File: config.mk
export PLATFORM = sky130hd
export DESIGN_NAME = t01_ai_placement_streamer_flat
export DESIGN_NICKNAME = d
export VERILOG_FILES = /design/src/rtl/t01_tetris_pkg.sv /design/src/rtl/t01_ai_placement_streamer_if.sv /design/src/rtl/t01_placement_line_clear.sv /design/src/rtl/t01_ai_placement_streamer.sv /design/src/flat_wrapper.sv
export SDC_FILE = /design/constraint.sdc
export NUM_CORES = 1
export LEC_CHECK = 0
export CAP_MARGIN = 10
export CELL_PAD_IN_SITES_DETAIL_PLACEMENT = 1
export CELL_PAD_IN_SITES_GLOBAL_PLACEMENT = 1
export CORE_MARGIN = 2
export CORE_UTILIZATION = 40
export CTS_BUF_LIST = sky130_fd_sc_hd__clkbuf_4 sky130_fd_sc_hd__clkbuf_8 sky130_fd_sc_hd__clkbuf_16
export DETAILED_ROUTE_END_ITERATION = 16
export HOLD_SLACK_MARGIN = 0.02
export MAX_ROUTING_LAYER = met4
export PLACE_DENSITY = 0.76
export SLEW_MARGIN = 20
export SYNTH_ARGS = -nofsm -noshare
export SYNTH_HDL_FRONTEND = slang
export SYNTH_SLANG_ARGS = --single-unit
File: constraint.sdc
create_clock -name clk -period 8.69 [get_ports clk]
set_input_delay 1.738 -clock clk [delete_from_list [all_inputs] [get_ports clk]]
set_output_delay 1.738 -clock clk [all_outputs]
set_load 0.02 [all_outputs]
File: src/rtl/t01_tetris_pkg.sv
// rtl/t01_tetris_pkg.sv - piece, pattern and state definitions for the placement streamer
// Purpose: shared types and lookup helpers for the placement enumerator.
//   piece_e        : piece codes (7 = none)
//   state_e        : enumerator FSM states
//   piece_pattern  : (type, rotation) -> 4x4 top-left justified pattern, bit [r*4+c]
//   rot_count      : number of distinct rotations per piece
//   pattern_width  : occupied column span of a pattern
package t01_tetris_pkg;

  typedef enum logic [2:0] {
    PIECE_I    = 3'd0,
    PIECE_O    = 3'd1,
    PIECE_S    = 3'd2,
    PIECE_Z    = 3'd3,
    PIECE_J    = 3'd4,
    PIECE_L    = 3'd5,
    PIECE_T    = 3'd6,
    PIECE_NONE = 3'd7
  } piece_e;

  typedef enum logic [2:0] {
    ST_IDLE  = 3'd0,
    ST_LOAD  = 3'd1,
    ST_PROBE = 3'd2,
    ST_DROP  = 3'd3,
    ST_MERGE = 3'd4,
    ST_EMIT  = 3'd5,
    ST_NEXT  = 3'd6,
    ST_DONE  = 3'd7
  } state_e;

  // Rotation 0 of I is vertical so the vertical placements are scanned first.
  function automatic logic [15:0] piece_pattern(input logic [2:0] ptype, input logic [1:0] rot);
    logic [15:0] p;
    p = 16'h0000;
    case (piece_e'(ptype))
      PIECE_I: p = rot[0] ? 16'h000F : 16'h1111;
      PIECE_O: p = 16'h0033;
      PIECE_S: p = rot[0] ? 16'h0231 : 16'h0036;
      PIECE_Z: p = rot[0] ? 16'h0132 : 16'h0063;
      PIECE_J: begin
        case (rot)
          2'd0:    p = 16'h0071;
          2'd1:    p = 16'h0113;
          2'd2:    p = 16'h0047;
          default: p = 16'h0322;
        endcase
      end
      PIECE_L: begin
        case (rot)
          2'd0:    p = 16'h0074;
          2'd1:    p = 16'h0311;
          2'd2:    p = 16'h0017;
          default: p = 16'h0223;
        endcase
      end
      PIECE_T: begin
        case (rot)
          2'd0:    p = 16'h0072;
          2'd1:    p = 16'h0131;
          2'd2:    p = 16'h0027;
          default: p = 16'h0232;
        endcase
      end
      default: p = 16'h0000;
    endcase
    return p;
  endfunction

  function automatic logic [2:0] rot_count(input logic [2:0] ptype);
    logic [2:0] n;
    case (piece_e'(ptype))
      PIECE_O:                   n = 3'd1;
      PIECE_I, PIECE_S, PIECE_Z: n = 3'd2;
      PIECE_J, PIECE_L, PIECE_T: n = 3'd4;
      default:                   n = 3'd0;
    endcase
    return n;
  endfunction

  function automatic logic [2:0] pattern_width(input logic [15:0] p);
    logic [3:0] cols;
    logic [2:0] w;
    cols = p[3:0] | p[7:4] | p[11:8] | p[15:12];
    if (cols[3])      w = 3'd4;
    else if (cols[2]) w = 3'd3;
    else if (cols[1]) w = 3'd2;
    else if (cols[0]) w = 3'd1;
    else              w = 3'd0;
    return w;
  endfunction

endpackage

File: src/rtl/t01_ai_placement_streamer_if.sv
// rtl/t01_ai_placement_streamer_if.sv - candidate stream interface of the placement streamer
// Purpose: valid/ready candidate port.
//   out_valid/out_ready : handshake
//   out_board           : resulting board, bit row*BOARD_W+col
//   out_rotation/out_x  : placement of the candidate
//   out_lines           : full rows produced (0..4)
//   out_last            : final candidate of the enumeration
interface t01_ai_placement_streamer_if #(
  parameter int BOARD_W = 10,
  parameter int BOARD_H = 20
);
  localparam int X_W = $clog2(BOARD_W);

  logic                         out_valid;
  logic                         out_ready;
  logic [BOARD_W*BOARD_H-1:0]   out_board;
  logic [1:0]                   out_rotation;
  logic [X_W-1:0]               out_x;
  logic [2:0]                   out_lines;
  logic                         out_last;

  modport master (
    output out_valid, out_board, out_rotation, out_x, out_lines, out_last,
    input  out_ready
  );

  modport slave (
    input  out_valid, out_board, out_rotation, out_x, out_lines, out_last,
    output out_ready
  );
endinterface

File: src/rtl/t01_placement_line_clear.sv
// rtl/t01_placement_line_clear.sv - full-row counter and row compactor
// Purpose: combinational; counts full rows of a merged board and removes them,
//   shifting the rows above down and zero-filling the vacated top rows.
//   merged_board : board after the piece is OR-ed in
//   clear_board  : compacted board
//   full_rows    : number of full rows, saturated at 4
module t01_placement_line_clear #(
  parameter int BOARD_W = 10,
  parameter int BOARD_H = 20
) (
  input  logic [BOARD_W*BOARD_H-1:0] merged_board,
  output logic [BOARD_W*BOARD_H-1:0] clear_board,
  output logic [2:0]                 full_rows
);
  localparam int CELL_W = $clog2(BOARD_W*BOARD_H);

  always_comb begin
    int n_full;
    int dst;
    clear_board = '0;
    n_full      = 0;
    dst         = BOARD_H - 1;
    // Walk bottom-up; every surviving row is copied to the next free slot from the bottom.
    for (int r = BOARD_H - 1; r >= 0; r--) begin
      if (&merged_board[CELL_W'(r*BOARD_W) +: BOARD_W]) begin
        n_full++;
      end else begin
        clear_board[CELL_W'(dst*BOARD_W) +: BOARD_W] = merged_board[CELL_W'(r*BOARD_W) +: BOARD_W];
        dst--;
      end
    end
    full_rows = (n_full > 4) ? 3'd4 : 3'(n_full);
  end
endmodule

File: src/rtl/t01_ai_placement_streamer.sv
// rtl/t01_ai_placement_streamer.sv - placement enumerator streaming one candidate board at a time
// Purpose: for a latched board and piece, walks every (rotation, x), drops the piece row by row,
//   merges it (optionally clearing full rows) and streams each legal result.
//   clk, reset          : clock, asynchronous active-high reset
//   start, abort        : begin enumeration (IDLE only) / synchronous cancel
//   board_in, piece_type: latched on accepted start
//   busy, done, count   : activity, end-of-enumeration pulse, accepted candidates
//   out_if (master)     : candidate stream
module t01_ai_placement_streamer
  import t01_tetris_pkg::*;
#(
  parameter int BOARD_W     = 10,
  parameter int BOARD_H     = 20,
  parameter int CLEAR_LINES = 1
) (
  input  logic                               clk,
  input  logic                               reset,
  input  logic                               start,
  input  logic                               abort,
  input  logic [BOARD_W*BOARD_H-1:0]         board_in,
  input  logic [2:0]                         piece_type,
  output logic                               busy,
  output logic                               done,
  output logic [$clog2(4*BOARD_W+1)-1:0]     count,
  t01_ai_placement_streamer_if.master        out_if
);
  localparam int N      = BOARD_W * BOARD_H;
  localparam int CELL_W = $clog2(N);
  localparam int X_W    = $clog2(BOARD_W);
  localparam int C_W    = $clog2(4*BOARD_W+1);
  localparam int ROW_W  = $clog2(BOARD_H);

  typedef struct packed {
    logic           ok;
    logic [1:0]     rot;
    logic [X_W-1:0] x;
  } pos_t;

  function automatic logic fits(input logic [N-1:0] b, input logic [15:0] p,
                                input int col0, input int row0);
    logic ok;
    ok = 1'b1;
    for (int r = 0; r < 4; r++) begin
      for (int c = 0; c < 4; c++) begin
        if (p[4'(r*4+c)]) begin
          if ((row0 + r) >= BOARD_H || (col0 + c) >= BOARD_W) ok = 1'b0;
          else if (b[CELL_W'((row0 + r)*BOARD_W + col0 + c)]) ok = 1'b0;
        end
      end
    end
    return ok;
  endfunction

  // Scan-order successor of (rot, x); ok=0 when (rot, x) is the final position.
  function automatic pos_t next_pos(input logic [2:0] ptype, input logic [1:0] rot,
                                    input logic [X_W-1:0] x);
    pos_t           n;
    logic [X_W-1:0] mx;
    mx    = X_W'(BOARD_W - int'(pattern_width(piece_pattern(ptype, rot))));
    n.ok  = 1'b1;
    n.rot = rot;
    n.x   = x + X_W'(1);
    if (x >= mx) begin
      n.x   = '0;
      n.rot = rot + 2'd1;
      n.ok  = (({1'b0, rot} + 3'd1) < rot_count(ptype));
    end
    return n;
  endfunction

  state_e         state_q, state_d;
  logic [N-1:0]   board_q, board_d;
  logic [2:0]     piece_q, piece_d;
  logic [1:0]     rot_q, rot_d;
  logic [X_W-1:0] x_q, x_d;
  logic [X_W-1:0] max_x_q, max_x_d;
  logic [ROW_W-1:0] row_q, row_d;
  logic [15:0]    pat_q, pat_d;
  logic [C_W-1:0] count_q, count_d;
  logic [N-1:0]   out_board_q, out_board_d;
  logic [2:0]     out_lines_q, out_lines_d;
  logic           last_q, last_d;
  logic [1:0]     la_rot_q, la_rot_d;
  logic [X_W-1:0] la_x_q, la_x_d;
  logic           la_done_q, la_done_d;

  logic [15:0]    load_pat, la_pat;
  pos_t           cur_nxt, la_nxt;
  logic [N-1:0]   placed, merged, cleared;
  logic [2:0]     full_rows;

  assign load_pat = piece_pattern(piece_q, rot_q);
  assign la_pat   = piece_pattern(piece_q, la_rot_q);
  assign cur_nxt  = next_pos(piece_q, rot_q, x_q);
  assign la_nxt   = next_pos(piece_q, la_rot_q, la_x_q);

  always_comb begin
    placed = '0;
    for (int r = 0; r < 4; r++) begin
      for (int c = 0; c < 4; c++) begin
        if (pat_q[4'(r*4+c)] && (int'(row_q) + r) < BOARD_H && (int'(x_q) + c) < BOARD_W)
          placed[CELL_W'((int'(row_q) + r)*BOARD_W + int'(x_q) + c)] = 1'b1;
      end
    end
  end

  assign merged = board_q | placed;

  t01_placement_line_clear #(.BOARD_W(BOARD_W), .BOARD_H(BOARD_H)) u_line_clear (
    .merged_board (merged),
    .clear_board  (cleared),
    .full_rows    (full_rows)
  );

  always_comb begin
    state_d     = state_q;
    board_d     = board_q;
    piece_d     = piece_q;
    rot_d       = rot_q;
    x_d         = x_q;
    max_x_d     = max_x_q;
    row_d       = row_q;
    pat_d       = pat_q;
    count_d     = count_q;
    out_board_d = out_board_q;
    out_lines_d = out_lines_q;
    last_d      = last_q;
    la_rot_d    = la_rot_q;
    la_x_d      = la_x_q;
    la_done_d   = la_done_q;

    case (state_q)
      ST_IDLE: begin
        if (start && !abort) begin
          board_d = board_in;
          piece_d = piece_type;
          count_d = '0;
          rot_d   = '0;
          x_d     = '0;
          state_d = (piece_type == PIECE_NONE) ? ST_DONE : ST_LOAD;
        end
      end
      ST_LOAD: begin
        pat_d   = load_pat;
        max_x_d = X_W'(BOARD_W - int'(pattern_width(load_pat)));
        state_d = ST_PROBE;
      end
      ST_PROBE: begin
        row_d   = '0;
        state_d = fits(board_q, pat_q, int'(x_q), 0) ? ST_DROP : ST_NEXT;
      end
      ST_DROP: begin
        if (fits(board_q, pat_q, int'(x_q), int'(row_q) + 1)) row_d = row_q + ROW_W'(1);
        else                                                 state_d = ST_MERGE;
      end
      ST_MERGE: begin
        out_board_d = (CLEAR_LINES != 0) ? cleared : merged;
        out_lines_d = full_rows;
        // Seed the look-ahead with the successor position; none means this one is last.
        la_rot_d    = cur_nxt.rot;
        la_x_d      = cur_nxt.x;
        la_done_d   = !cur_nxt.ok;
        last_d      = !cur_nxt.ok;
        state_d     = ST_EMIT;
      end
      ST_EMIT: begin
        // out_valid is held low until the look-ahead settles, so out_last never changes under valid.
        if (!la_done_q) begin
          if (fits(board_q, la_pat, int'(la_x_q), 0)) begin
            last_d    = 1'b0;
            la_done_d = 1'b1;
          end else if (la_nxt.ok) begin
            la_rot_d = la_nxt.rot;
            la_x_d   = la_nxt.x;
          end else begin
            last_d    = 1'b1;
            la_done_d = 1'b1;
          end
        end else if (out_if.out_ready) begin
          count_d = count_q + C_W'(1);
          state_d = ST_NEXT;
        end
      end
      ST_NEXT: begin
        if (x_q < max_x_q) begin
          x_d     = x_q + X_W'(1);
          state_d = ST_PROBE;
        end else if (({1'b0, rot_q} + 3'd1) < rot_count(piece_q)) begin
          rot_d   = rot_q + 2'd1;
          x_d     = '0;
          state_d = ST_LOAD;
        end else begin
          state_d = ST_DONE;
        end
      end
      ST_DONE: state_d = ST_IDLE;
      default: state_d = ST_IDLE;
    endcase

    // Abort beats everything, including a coincident handshake.
    if (abort) begin
      state_d = ST_IDLE;
      count_d = count_q;
    end
  end

  always_ff @(posedge clk or posedge reset) begin
    if (reset) begin
      state_q     <= ST_IDLE;
      board_q     <= '0;
      piece_q     <= '0;
      rot_q       <= '0;
      x_q         <= '0;
      max_x_q     <= '0;
      row_q       <= '0;
      pat_q       <= '0;
      count_q     <= '0;
      out_board_q <= '0;
      out_lines_q <= '0;
      last_q      <= 1'b0;
      la_rot_q    <= '0;
      la_x_q      <= '0;
      la_done_q   <= 1'b0;
    end else begin
      state_q     <= state_d;
      board_q     <= board_d;
      piece_q     <= piece_d;
      rot_q       <= rot_d;
      x_q         <= x_d;
      max_x_q     <= max_x_d;
      row_q       <= row_d;
      pat_q       <= pat_d;
      count_q     <= count_d;
      out_board_q <= out_board_d;
      out_lines_q <= out_lines_d;
      last_q      <= last_d;
      la_rot_q    <= la_rot_d;
      la_x_q      <= la_x_d;
      la_done_q   <= la_done_d;
    end
  end

  assign busy                = (state_q != ST_IDLE) && (state_q != ST_DONE);
  assign done                = (state_q == ST_DONE);
  assign count               = count_q;
  assign out_if.out_valid    = (state_q == ST_EMIT) && la_done_q;
  assign out_if.out_board    = out_board_q;
  assign out_if.out_rotation = rot_q;
  assign out_if.out_x        = x_q;
  assign out_if.out_lines    = out_lines_q;
  assign out_if.out_last     = last_q;
endmodule
File: src/flat_wrapper.sv
// flat-port wrapper written by rule: the top's interface ports become plain ports
module t01_ai_placement_streamer_flat import t01_tetris_pkg::*;
#(
  parameter int BOARD_W     = 10,
  parameter int BOARD_H     = 20,
  parameter int CLEAR_LINES = 1
)
  (clk, reset, start, abort, board_in, piece_type, busy, done, count, out_if_out_valid, out_if_out_board, out_if_out_rotation, out_if_out_x, out_if_out_lines, out_if_out_last, out_if_out_ready);
  t01_ai_placement_streamer_if #(.BOARD_W(BOARD_W), .BOARD_H(BOARD_H)) out_if_i ();
  input  logic clk;
  input  logic reset;
  input  logic start;
  input  logic abort;
  input  logic [BOARD_W*BOARD_H-1:0] board_in;
  input  logic [2:0] piece_type;
  output logic busy;
  output logic done;
  output logic [$clog2(4*BOARD_W+1)-1:0] count;
  output wire logic [$bits(out_if_i.out_valid)-1:0] out_if_out_valid;
  output wire logic [$bits(out_if_i.out_board)-1:0] out_if_out_board;
  output wire logic [$bits(out_if_i.out_rotation)-1:0] out_if_out_rotation;
  output wire logic [$bits(out_if_i.out_x)-1:0] out_if_out_x;
  output wire logic [$bits(out_if_i.out_lines)-1:0] out_if_out_lines;
  output wire logic [$bits(out_if_i.out_last)-1:0] out_if_out_last;
  input wire logic [$bits(out_if_i.out_ready)-1:0] out_if_out_ready;
  assign out_if_out_valid = out_if_i.out_valid;
  assign out_if_out_board = out_if_i.out_board;
  assign out_if_out_rotation = out_if_i.out_rotation;
  assign out_if_out_x = out_if_i.out_x;
  assign out_if_out_lines = out_if_i.out_lines;
  assign out_if_out_last = out_if_i.out_last;
  assign out_if_i.out_ready = out_if_out_ready;
  t01_ai_placement_streamer #(.BOARD_W(BOARD_W), .BOARD_H(BOARD_H), .CLEAR_LINES(CLEAR_LINES)) u_core (.clk(clk), .reset(reset), .start(start), .abort(abort), .board_in(board_in), .piece_type(piece_type), .busy(busy), .done(done), .count(count), .out_if(out_if_i));
endmodule
==> metrics.txt <==
final global-route overflow total=0; post-DR vias/cell=around 6.3; Inst Count DP=around 3300; worst hold-check path type=reg2reg; Port-buffer cells=between 200 and 250; outcome=finished clean; Layout fillers=between 6000 and 7000; multi-input logic area=between 15000 and 20000 µm²; crit path DAT=roughly 6.9 ns; Cell variety after synth=~90; starting DRC count in detailed routing=2064; nets=2717; layout cells sized above 1=a little over a quarter; Primary FF master, synth=dfrtp_1; Antenna Nets Post-Route=0; die area=just under 70000 µm²; Post-CTS Setup Inserts=0; syn_area_per_cell=roughly 11 µm²; via count=21000; Hold Buf Count CTS=0; FMAX=157 MHz; fin cells=3314; wirelength, routed=about 91000 µm; drt wl/cell=27.5 µm; RSZ-0062 raised after global routing=no; FF/Latch Area=around 6100 µm²; Clock Skew=0.0171 ns; Max Slew Vio Count=0; Synth Warn #=0; clk root buf=clkbuf_16; All-Layer GR Usage=between 20% and 30%; critical path data required time=about 9.2 ns; CTS buffer count=28; slew of the pin with the lowest slew margin=about 1.1 ns; final hold vios=0; #FFs+latches synth=roughly 240; Starting Density=between 40% and 50%; Period Utilization, post-route=about three quarters; Most Frequent Cell on Critical Path=mux2i_1; max incr delay on CP=approximately 0.75 ns; Max Cap Viol=0; sequential cell area fraction in the yosys report=between 20% and 30%; Final min period=6.39 ns; DP HPWL=68600 µm; crit path kind=reg2reg; top-area cell type share of the netlist area=around 25%; GRT met3 Usage=around 4.4%; maximum VDD drop=259 µV; final hold slack=0.504 ns; commonest cells after routing, fill and taps aside=291 x mux4_2, 242 x mux2_2, 240 x dfrtp_1; die height=about 260 µm; DRC errors left=0; std cell rows=94; worst-path maximum fanout=18; met2 usage=44.2%; CP Capture Type=flop; number of global-route vias before repair=about 21000; antenna violations before repair=0; Top Usage Layer GRT=met2; # resized after CTS=0; EDFF count, synth=0; I/O pin count=~430; # diodes=0; clk sinks=roughly 240; Max Buffers Root-to-Sink=3; worst path cell trace=inv_1, ha_1, inv_1, fa_1, buf_4, ha_1, xnor3_1, buf_4, mux4_2, mux2i_1, mux2i_1, a221o_1, nor4_2, and3_1, mux2i_1; Final Wtd Congestion=~1; top cells by area, synth=mux4_2 25%, dfrtp_1 23%, mux2_2 10%, buf_4 6.5%, mux2i_1 6.0%; setup TNS=0 ns; Clock Pin Slew Worst Setup and Hold Paths=~0.070 ns; GR Util met1=~34%; Synth Instances=2322; H-tree depth reported by CTS=1; CP max-delay cell=fa_1; clk_lat worst skew=slightly below 0.6 ns; Synth area leader=mux4_2; core area=between 60000 and 70000 µm²; Rel. slew slack=about a quarter; Setup violations, final=0; Pwr per Cell Area=approximately 510 nW/µm²; area delta synth->final=11.5%; nature of the critical path startpoint=flop; Die X=approximately 260 µm; most common cell after layout, fill and taps aside=mux4_2; total power=~15 mW; Pre-antenna DRT Iters=7; largest net degree at the start of global routing=between 150 and 200; Pleak=roughly 12 nW; mapped cell area=26300 µm²; first-pass GRT wire length=137000 µm; CTS tree=done; fraction of registers with async set or reset after synthesis=100%
[registers in the layout (all words and copies together), names as in the netlist]
| name | cells |
|---|---|
| u_core.board_q | 200 |
| u_core.pat_q | 7 |
| u_core.count | 6 |
| u_core.row_q | 5 |
| u_core.la_x_q | 4 |
| u_core.max_x_q | 4 |
| u_core.out_if.out_x | 4 |
| u_core.piece_q | 3 |
| u_core.state_q | 3 |
| u_core.la_rot_q | 2 |
| u_core.out_if.out_rotation | 2 |
| u_core.la_done_q | 1 |
| u_core.out_if.out_last | 1 |
[cell type report]
| type | count | share of cell area, % |
|---|---|---|
| Clock buffer | 38 | 2.88 |
| Clock inverter | 14 | 0.657 |
| Inverter | 51 | 0.678 |
| Multi-Input combinational cell | 1841 | 62.7 |
| Sequential cell | 242 | 20.7 |
| Tap cell | 864 | 3.69 |
| Timing Repair Buffer | 264 | 8.75 |
[where the power goes]
group	total [mW]	switching (mW)	internal, mW
logic	11.0	5.82	5.20
registers	2.62	0.965	1.66
clock network	1.34	0.542	0.799
total	15.0	7.33	7.66
[critical path, delay by kind of cell (launching register included)]
kind                       cells  cell delay, ns
AOI/OAI and AO/OA              1            0.34
and+or+nand+nor                2            0.86
adders and majority gates      3            1.61
muxes                          4            1.08
buffers and inverters          4            1.10
xor gates and xnor gates       1            0.68
DFF                            1            0.59
[worst paths after layout]
path                                          startpoint                        endpoint  slack (ns)  depth (start not counted)
max reg2reg                  u_core.row_q[0]$_DFFE_PP0P_     u_core.row_q[0]$_DFFE_PP0P_        2.30                         15
min                        u_core.max_x_q[1]$_DFFE_PP0P_   u_core.max_x_q[1]$_DFFE_PP0P_        0.50                          2
min reg2reg                u_core.max_x_q[1]$_DFFE_PP0P_   u_core.max_x_q[1]$_DFFE_PP0P_        0.50                          2
min in group asynchronous                          reset  u_core.board_q[36]$_DFFE_PP0P_        1.66                          2
max                          u_core.row_q[0]$_DFFE_PP0P_     u_core.row_q[0]$_DFFE_PP0P_        2.30                         15
max in group asynchronous                          reset  u_core.board_q[77]$_DFFE_PP0P_        5.75                          3
[metrics by stage]
step                area (µm²)  util, %  worst slack [ns]
finish                   29300     44.8              2.30
CTS                      29300     44.8              2.41
global placement         28300     43.3              2.59
detailed placement       28300     43.3              2.42
floorplan                27100        -             0.307
global route             29300     44.8              1.96
[synthesized netlist by cell type (all sizes together) (15+ instances only)]
cell    count
nand4      20
a31oi      15
a211oi     20
xnor2      45
nand2     148
dfrtp     242
clkbuf    105
nor3       27
nand3      34
o21ai      74
a21oi      75
nor2b      19
mux4      306
o211ai     16
mux2      243
xor2       19
mux2i     157
ha         77
buf       285
and2       18
inv        50
nand2b     19
nor2       78
[layer usage]
layer | part of all wire [%] | up-vias
li1 | - | 8821
met1 | 40 | 10900
met2 | 49 | 1046
met3 | 7.4 | 174
met4 | 3.7 | 0
met5 | 0 | -
[cell families (layout without fill, tap and decap cells)]
family / Yosys count / in the layout / synth area share, %
AO/OA/AOI/OAI: 355 / 355 / 9.16
XOR/XNOR: 72 / 72 / 2.96
adder cells (fa/ha/maj): 81 / 81 / 3.97
buffers and inverters: 441 / 367 / 10.2
flip-flops: 242 / 242 / 23.0
multiplexers: 706 / 706 / 42.8
other: 1 / 203 / 0.0143
AND/OR/NAND/NOR: 424 / 424 / 7.85
No activity file was read; power rests on OpenSTA's default activity.
